<file path="src/rtl/lcd_sequencer.sv">
// HD44780 write-only command sequencer: power-on init, then single-byte
// command/data writes with E setup/pulse/hold timing and execution waits.
module lcd_sequencer #(
    parameter int T_PWR = 750000,
    parameter int T_SU  = 2,
    parameter int T_EN  = 12,
    parameter int T_H   = 1,
    parameter int T_CMD = 2000,
    parameter int T_CLR = 82000,
    parameter int CNT_W = 20
) (
    input  logic       clk,
    input  logic       rst,
    input  logic       req,
    input  logic       req_rs,
    input  logic [7:0] req_data,
    output logic       ready,
    output logic       init_done,
    output logic [7:0] lcd_data,
    output logic       lcd_en,
    output logic       lcd_rs,
    output logic       lcd_rw,
    output logic       blon
);

    localparam logic [2:0] PWR   = 3'd0;
    localparam logic [2:0] SETUP = 3'd1;
    localparam logic [2:0] PULSE = 3'd2;
    localparam logic [2:0] HOLD  = 3'd3;
    localparam logic [2:0] EXEC  = 3'd4;
    localparam logic [2:0] IDLE  = 3'd5;

    // Counter reload values are N-1 so that each phase occupies exactly N cycles.
    localparam logic [CNT_W-1:0] PWR_LD = CNT_W'(T_PWR - 1);
    localparam logic [CNT_W-1:0] SU_LD  = CNT_W'(T_SU - 1);
    localparam logic [CNT_W-1:0] EN_LD  = CNT_W'(T_EN - 1);
    localparam logic [CNT_W-1:0] H_LD   = CNT_W'(T_H - 1);
    localparam logic [CNT_W-1:0] CMD_LD = CNT_W'(T_CMD - 1);
    localparam logic [CNT_W-1:0] CLR_LD = CNT_W'(T_CLR - 1);

    logic [2:0]       stateReg, stateNext;
    logic [CNT_W-1:0] cntReg, cntNext;
    logic [1:0]       idxReg, idxNext;
    logic [7:0]       dataReg, dataNext;
    logic             rsReg, rsNext;
    logic             enReg;
    logic             doneReg, doneNext;
    logic             phaseDone;
    logic             longCmd;
    logic             accept;

    function automatic logic [7:0] initRom(input logic [1:0] idx);
        case (idx)
            2'd0:    initRom = 8'h38;
            2'd1:    initRom = 8'h0C;
            2'd2:    initRom = 8'h01;
            default: initRom = 8'h06;
        endcase
    endfunction

    assign phaseDone = (cntReg == '0);
    assign accept    = (stateReg == IDLE) && doneReg && req;
    // Clear and return-home are the only slow instructions.
    assign longCmd   = !rsReg && ((dataReg == 8'h01) || (dataReg == 8'h02));

    always_comb begin
        stateNext = stateReg;
        cntNext   = cntReg;
        idxNext   = idxReg;
        dataNext  = dataReg;
        rsNext    = rsReg;
        doneNext  = doneReg;
        if (!phaseDone) begin
            cntNext = cntReg - CNT_W'(1);
        end
        case (stateReg)
            PWR: begin
                if (phaseDone) begin
                    stateNext = SETUP;
                    cntNext   = SU_LD;
                    idxNext   = 2'd0;
                    dataNext  = initRom(2'd0);
                    rsNext    = 1'b0;
                end
            end
            SETUP: begin
                if (phaseDone) begin
                    stateNext = PULSE;
                    cntNext   = EN_LD;
                end
            end
            PULSE: begin
                if (phaseDone) begin
                    stateNext = HOLD;
                    cntNext   = H_LD;
                end
            end
            HOLD: begin
                if (phaseDone) begin
                    stateNext = EXEC;
                    cntNext   = longCmd ? CLR_LD : CMD_LD;
                end
            end
            EXEC: begin
                if (phaseDone) begin
                    if (doneReg) begin
                        stateNext = IDLE;
                    end else if (idxReg == 2'd3) begin
                        stateNext = IDLE;
                        doneNext  = 1'b1;
                    end else begin
                        stateNext = SETUP;
                        cntNext   = SU_LD;
                        idxNext   = idxReg + 2'd1;
                        dataNext  = initRom(idxReg + 2'd1);
                        rsNext    = 1'b0;
                    end
                end
            end
            IDLE: begin
                if (accept) begin
                    stateNext = SETUP;
                    cntNext   = SU_LD;
                    dataNext  = req_data;
                    rsNext    = req_rs;
                end
            end
            default: begin
                stateNext = PWR;
                cntNext   = PWR_LD;
            end
        endcase
    end

    always_ff @(posedge clk or negedge rst) begin
        if (!rst) begin
            stateReg <= PWR;
            cntReg   <= PWR_LD;
            idxReg   <= 2'd0;
            dataReg  <= 8'h00;
            rsReg    <= 1'b0;
            enReg    <= 1'b0;
            doneReg  <= 1'b0;
        end else begin
            stateReg <= stateNext;
            cntReg   <= cntNext;
            idxReg   <= idxNext;
            dataReg  <= dataNext;
            rsReg    <= rsNext;
            enReg    <= (stateNext == PULSE);
            doneReg  <= doneNext;
        end
    end

    // E comes straight from a flop so the LCD never sees a decode glitch.
    assign lcd_en    = enReg;
    assign lcd_data  = dataReg;
    assign lcd_rs    = rsReg;
    assign lcd_rw    = 1'b0;
    assign init_done = doneReg;
    assign ready     = (stateReg == IDLE) && doneReg;
    assign blon      = rst;

endmodule

</file>
<file path="config.mk">
export PLATFORM = sky130hd
export DESIGN_NAME = lcd_sequencer
export DESIGN_NICKNAME = d
export VERILOG_FILES = /design/src/rtl/lcd_sequencer.sv
export SDC_FILE = /design/constraint.sdc
export NUM_CORES = 1
export LEC_CHECK = 0
export ABC_AREA = 1
export CAP_MARGIN = 20
export CORE_MARGIN = 2
export CORE_UTILIZATION = 28
export CTS_CLUSTER_SIZE = 20
export DETAILED_ROUTE_END_ITERATION = 8
export GPL_TIMING_DRIVEN = 0
export MAX_ROUTING_LAYER = met4
export PLACE_DENSITY_LB_ADDON = 0.1
export SETUP_SLACK_MARGIN = 0.5
export SLEW_MARGIN = 40
export SYNTH_ARGS = -nofsm -noshare
export SYNTH_HDL_FRONTEND = slang
export SYNTH_SLANG_ARGS = --single-unit
</file>
<file path="constraint.sdc">
create_clock -name clk -period 3.9 [get_ports clk]
set_clock_uncertainty 0.2 [all_clocks]
set_input_delay 1.17 -clock clk [delete_from_list [all_inputs] [get_ports clk]]
set_output_delay 1.17 -clock clk [all_outputs]
set_load 0.01 [all_outputs]
</file>
# --- Yosys cells after proc, flatten, opt, wreduce, memory -nomap -nowiden ---
# Index checks and enable logic that the tools add are counted.
totals:
  ff_bits: 36
  input_bits: 12
  out_inout_bits: 14
  word_cells: 78
op_classes:
  add_sub_neg: 2
  n_eq_ne: 16
  mux: 40
  n_reduce_logical: 13
ops:
  columns: ["cell", "count"]
  rows:
  - ["20-bit 2-to-1 mux", 9]
  - ["20-bit one-hot mux with 6 select lines", 1]
  - ["8-bit 2-to-1 mux", 5]
  - ["3-bit 2-to-1 mux", 8]
  - ["8-bit one-hot mux with 3 select lines", 1]
  - ["20-bit zero test", 1]
  - ["20-bit by 1-bit subtractor with 20-bit output (second input constant)", 1]
  - ["3-bit one-hot mux with 6 select lines", 1]
  - ["6-bit one-hot mux with 3 select lines", 1]
  - ["17-bit 2-to-1 mux", 1]
  - ["2-bit != test (second input constant)", 5]
  - ["3-bit by 2-bit equality test with 1-bit output (second input constant)", 3]
  - ["8-bit by 1-bit equality test with 1-bit output (second input constant)", 1]
  - ["8-bit by 2-bit equality test with 1-bit output (second input constant)", 1]
  - ["2-bit 2-to-1 mux", 4]
  - ["1-bit 2-to-1 mux", 7]
  - ["3-bit equality test (second input constant)", 2]
  - ["6-bit AND reduction", 1]
  - ["5-bit AND reduction", 1]
  - ["2-bit equality test (second input constant)", 2]
  - ["2-bit one-hot mux with 2 select lines", 1]
  - ["3-bit by 1-bit equality test with 1-bit output (second input constant)", 1]
  - ["1-bit logical AND", 3]
  - ["3-bit zero test", 1]
  - ["other kinds (9)", 9]

# --- Longest topological paths before layout ---
# Gate-level depths: netlist of the first run.
logic_depth:
  word_depth: 7
  mapped_depth: 11
  mapped_depth_nobuf: 11

# --- Worst setup path after synthesis of the first run ---
# No wires, ideal clock.
synth_path:
  path_type: "in2out"
  from: "input rst"
  to: "output blon"
  arrival_ns: 1.289
  t_required_ns: 2.530
  slack_ns: 1.241
  path_stages: 1
  path_buffers: 1
  cell_sequence: "buf_4"
synth_lines:
  columns: ["item", "line", "text"]
  rows:
  - ["start, declared", "13", "input logic rst,"]
  - ["end, declared", "23", "output logic blon"]
# No word-level cell between the ends.

# --- Worst setup path in the final report of the first run ---
layout_path:
  from: "input rst"
  to: "output blon"
# No word-level cell between the ends.

==> metrics.yaml, run 1 <==
power_frac_clock_pct: 41.8
muxShareOfSynthArea_pct: 0
netlist_area_sq_um: 2360
yosysSeqAreaShare_pct: 38.9
via_per_inst: 4.47
cts_buffer_depth: 2
yosysWarningCount: 0
hpwl_um: 4340
synth_compound_area_share_pct: 11.7
cts_buffers: 5
endpoint_kind: "output pin"
r2r_start: "cntReg[0]"
intPower_uw: 533
fin_crit_sh_pct: 85.0
grt_pass1_wl_um: 9880
ys_seq_elements: 36
synth_edf_count: 0
p_switching_uw: 160
grt_max_degree: 20
switching_share_pct: 23.1
yosys-top-cells-count: "89 x nand2_1, 34 x inv_1, 28 x nor2_1"
synth-simple-area-share_pct: 34.0
power_leakage_nw: 1.36
required_ns: 2.53
hp-class: "flop to flop"
htree_levels: 2
core_area_sq_um: 8180
worstRegToRegCells: 9
routabilityCongestion: 0.787
pin_count: 26
synth_top_family_by_area: "simple AND/OR/NAND/NOR gates"
synthTopCellsByArea: "dfrtp_1 24%, dfstp_2 14%, nand2_1 14%"
ys.flop_type: "dfrtp_1"
gr-usage-all-layers_pct: 14.6
setup_viol: 0
worstSetupPathType: "primary input to output pin"
pwr-share-comb_pct: 4.2
rr_endpoint: "cntReg[0]"
antenna-diode-count: 0
power_uw: 693
drive_above_1_share_pct: 17.1
syn_inst: 313
dr.pass1.iters: 4
holdBufCountCts: 0
clock_sinks: 36
drc: 0
cts.clk_slew.worst_paths_ns: 0.08
async_flop_share_pct: 100
avgSynthCellArea_sq_um: 7.53
cts_root_buffer: "clkbuf_8"
yosysTopAreaCellShare_pct: 24.4
grt_antenna_before_repair: 0
layout.nets: 364
cts_tree: "done"
wl_per_cell_um: 13.0
yosysMostFrequentCell: "nand2_1"
yosys.area_share.xor_xnor_pct: 3.35
whs_endpoint: "lcd_data[3]"
die-area_sq_um: 9160
r2r_slack_ns: 1.39
cap_violations: 0
multi_input_area_sq_um: 1250
rows: 33
fin_crit_ns: 3.32
worst_ep_arrival_time_ns: 1.95
power_density_nw_per_um2: 241
worst_pin_slew_ns: 0.522
vdd_drop_max_mv: 0.114
grt_overflow: 0
syn-num-nets: 332
worst_hold_startpoint: "lcd_data[3]"
whs_path_depth: 2
seq_power_share_pct: 54.0
drt_wl_total_um: 5860
grt_pass1_vias: 1985
drv_slew: 0
finalSetupTns_ns: 0
fillers: 892
drt_iter0_drc: 95
cp_max_fo: 19
start_kind: "primary input"
start_util_pct: 28.8
yosysUniqueCellTypes: 39
io_buffers: 24
status: "completed"
dr_total_vias: 2015
clkLatencyLatePin_ns: 0.30
relSlewSlack_pct: 65.2
yosys.area_share.adder_pct: 3.72
die_w_um: 95.7
seqCellArea_sq_um: 917
yosysTopAreaCell: "dfrtp_1"
die_y_um: 95.7
final_hold_viol_count: 0
area_growth_syn_to_layout_pct: 21.8
fmax_ghz: 0.302
final_antenna_net_count: 0
rsz0062_at_grt: "false"
[state kept, by name, summed over array words and instances (netlist names)]
signal / cells
cntReg: 20
idxReg: 2
init_done: 1
lcd_data: 8
lcd_en: 1
lcd_rs: 1
stateReg: 3
[layout make-up]
cell class                      instances  share of cell area [%]
Tap cell                              105                    4.58
Clock inverter                          2                   0.349
Timing Repair Buffer                   25                    10.1
Buffer                                  8                    1.83
Inverter                               37                    4.84
Sequential cell                        36                    32.0
Multi-Input combinational cell        232                    43.5
Clock buffer                            6                    2.88
[routing by layer]
metal | vias up | global-route usage [%] | wire (um)
met5 | - | - | 0
met4 | 0 | 4.64 | 85
met3 | 8 | 2.58 | 221
met2 | 26 | 22.1 | 2680
met1 | 928 | 19.8 | 2880
li1 | 1053 | - | -
[worst max-delay path by stage]
stage                     endpoint  slack, ns  start  depth (start not counted)
final                         blon       0.58    rst                          3
after global routing          blon       0.54    rst                          3
after CTS                     blon       0.57    rst                          3
after detailed placement      blon       0.17    rst                          3
after global placement        blon      -1.28    rst                          3
after floorplan               blon       1.24    rst                          1
[critical path, stage by stage]
cell             delay (ns)
buf_16                 0.14
buf_4                  0.12
clkdlybuf4s50_1        0.51
[power groups by stage]
stage	sequential [mW]	combinational [mW]	clock [mW]
after floorplan	0.381	0.00254	0
final	0.374	0.0292	0.290
after CTS	0.374	0.0302	0.304
after global routing	0.374	0.0321	0.316
after global placement	0.381	0.0237	0
after detailed placement	0.380	0.0233	0
[stage by stage]
stage          hold slack, ns  utilization [%]  cell area [sq um]  worst slack (ns)  cells
2_1_floorplan           0.323                -               2360              1.24    313
3_3_place_gp            0.290             33.4               2730             -1.28    442
3_5_place_dp            0.289             33.3               2730             0.173    442
4_1_cts                 0.310             35.1               2870             0.571    451
5_1_grt                 0.346             35.1               2870             0.543    451
6_report                0.307             35.1               2870             0.583    451
[cells in the final DEF, fill, tap and decap left out, types with 2 or more instances in the layout]
| cell | n |
|---|---|
| nand3_1 | 24 |
| dfrtp_1 | 23 |
| xor2_1 | 5 |
| inv_2 | 3 |
| dfstp_2 | 13 |
| nor2_2 | 8 |
| clkdlybuf4s50_1 | 23 |
| nor2_8 | 2 |
| nor2_1 | 28 |
| nor2_4 | 2 |
| o21ai_1 | 9 |
| nand2_2 | 7 |
| clkbuf_8 | 6 |
| o21bai_1 | 2 |
| inv_1 | 34 |
| a22o_1 | 2 |
| ha_1 | 7 |
| buf_4 | 3 |
| a21oi_1 | 10 |
| xnor2_1 | 4 |
| clkinv_2 | 2 |
| nand4_1 | 4 |
| nand2_1 | 89 |
| buf_2 | 3 |
| o21ai_0 | 14 |
[what timing repair did]
item	4_1_cts	5_1_grt
setup endpoints to repair	1	0
resized for setup	4	0
hold endpoints to repair	0	0
setup buffers	0	0
[cells by family after synthesis]
family / count (synthesis)
adder cells (fa/ha/maj): 7
AO/OA/AOI/OAI: 45
XOR/XNOR: 9
buffers and inverters: 45
flip-flops: 36
AND/OR/NAND/NOR: 170
other: 1
(Power assumes the default switching activity.)
==> inputs of run 2 (changes only) <==
CELL_PAD_IN_SITES_DETAIL_PLACEMENT = 1   (was unset)
CELL_PAD_IN_SITES_GLOBAL_PLACEMENT = 2   (was unset)
GPL_ROUTABILITY_DRIVEN = 0   (was unset)
==> metrics.yaml, run 2 (same netlist as run 1, synthesis figures left out) <==
status: "completed"  # unchanged
critPathSlowestCell: "clkdlybuf4s50_1"  # unchanged
drive_above_1_share_pct: 17.1  # unchanged
drt_wl_total_um: 6730  # was 5860 um
holdBufCountCts: 0  # unchanged
fillers: 1003  # was 892
start_kind: "primary input"  # unchanged
power_leakage_nw: 1.38  # was 1.36 nW
cp_max_fo: 19  # unchanged
r2r_slack_ns: 1.38  # was 1.39 ns
dr.pass1.iters: 4  # unchanged
start_util_pct: 28.8  # unchanged
r2r_start: "cntReg[0]"  # unchanged
final_antenna_net_count: 0  # unchanged
fmax_ghz: 0.301  # was 0.302 GHz
pin_count: 26  # unchanged
fin_crit_ns: 3.33  # was 3.32 ns
clkLatencyLatePin_ns: 0.29  # was 0.30 ns
cts_tree: "done"  # unchanged
layout.nets: 364  # unchanged
wl_per_cell_um: 14.9  # was 13.0 um
multi_input_area_sq_um: 1250  # unchanged
endpoint_kind: "output pin"  # unchanged
final_hold_viol_count: 0  # unchanged
drt_iter0_drc: 65  # was 95
io_buffers: 24  # unchanged
crit_chain: "buf_16, buf_4, clkdlybuf4s50_1"  # unchanged
die_y_um: 95.7  # unchanged
clock_sinks: 36  # unchanged
grt_overflow: 0  # unchanged
rsz0062_at_grt: "false"  # unchanged
rows: 33  # unchanged
grt_pass1_vias: 2276  # was 1985
finalSetupTns_ns: 0  # unchanged
drc: 0  # unchanged
seqCellArea_sq_um: 917  # unchanged
htree_levels: 2  # unchanged
antenna-diode-count: 0  # unchanged
relSlewSlack_pct: 60.5  # was 65.2%
area_growth_syn_to_layout_pct: 23.3  # was 21.8%
top_register: "cntReg"  # unchanged
cts_buffer_depth: 2  # unchanged
grt_max_degree: 20  # unchanged
dp.cells: 442  # unchanged
max_stage_delay_ns: 0.52  # was 0.51 ns
die-area_sq_um: 9160  # unchanged
critPathLaunch: "rst"  # unchanged
whs_path_depth: 2  # unchanged
cap_violations: 0  # unchanged
required_ns: 2.53  # about the same
grt_antenna_before_repair: 0  # unchanged
largest_reg_flops: 20  # unchanged
core_area_sq_um: 8180  # unchanged
dr_total_vias: 2084  # was 2015
worst_pin_slew_ns: 0.592  # was 0.522 ns
via_per_inst: 4.62  # was 4.47
worst_ep_arrival_time_ns: 1.96  # was 1.95 ns
gr-usage-all-layers_pct: 16.9  # was 14.6%
setup_viol: 0  # unchanged
vdd_drop_max_mv: 0.143  # was 0.114 mV
cts.clk_slew.worst_paths_ns: 0.08  # about the same
post-route-util_pct: 35.5  # was 35.1%
fin_crit_sh_pct: 85.3  # was 85.0%
power_density_nw_per_um2: 266  # was 241 nW/um^2
final_common_cell: "nand2_1"  # unchanged
drv_slew: 0  # unchanged
worstRegToRegCells: 9  # unchanged
grt_pass1_wl_um: 11400  # was 9880 um
die_w_um: 95.7  # unchanged
hpwl_um: 4960  # was 4340 um
worstSetupPathType: "primary input to output pin"  # unchanged
hp-class: "flop to flop"  # unchanged
cts_buffers: 5  # unchanged
whs_endpoint: "lcd_data[3]"  # unchanged
layout_common_cells: "89 x nand2_1, 34 x inv_1, 28 x nor2_1, 24 x nand3_1"  # unchanged
instances_no_fill: 451  # unchanged
cts_root_buffer: "clkbuf_8"  # unchanged
worst_hold_startpoint: "lcd_data[3]"  # unchanged
rr_endpoint: "cntReg[0]"  # unchanged
run 2: routing by layer:
metal  GRT usage [%]  vias to the layer above  part of all wire, %
li1                -                     1058                    -
met1            22.2                      992                   49
met2            27.7                       28                   47
met3            2.35                        6                  2.8
met4            3.93                        0                 0.97
met5               -                        -                    0
run 2: through the flow:
step / hold WS [ns] / cell area, sq um / worst slack, ns / total power, mW
4_1_cts: 0.332 / 2900 / 0.557 / 0.789
3_5_place_dp: 0.309 / 2730 / 0.174 / 0.404
5_1_grt: 0.346 / 2900 / 0.535 / 0.811
3_3_place_gp: 0.303 / 2730 / -1.26 / 0.404
2_1_floorplan: 0.323 / 2360 / 1.24 / 0.383
6_report: 0.327 / 2900 / 0.574 / 0.773
run 2: area by class of cell:
cell class / count / area share [%]
clock inverters: 1 / 1.03
flip-flops and latches: 36 / 31.6
inverters: 37 / 4.78
repair buffers: 25 / 10.0
well taps: 105 / 4.52
clock buffers: 7 / 3.32
plain buffers: 8 / 1.81
multi-input cells: 232 / 43.0
run 2: how the worst max path moves through the flow:
stage | to | cells past startpoint
after floorplan | blon | 1
after global placement | blon | 3
after detailed placement | blon | 3
after CTS | blon | 3
after global routing | blon | 3
final | blon | 3
run 2: worst max-delay path: cells and delay by family:
kind                   cells  cell delay (ns)
buffers and inverters      3             0.78
run 2: repair_timing:
item,4_1_cts,5_1_grt
setup endpoints to repair,1,0
setup buffers,0,0
resized for setup,4,0
run 2: power breakdown:
group	internal [mW]	total [mW]	switching [mW]
clock network	0.226	0.370	0.145
registers	0.374	0.374	0
logic	0.0178	0.0293	0.0115
total	0.617	0.773	0.156
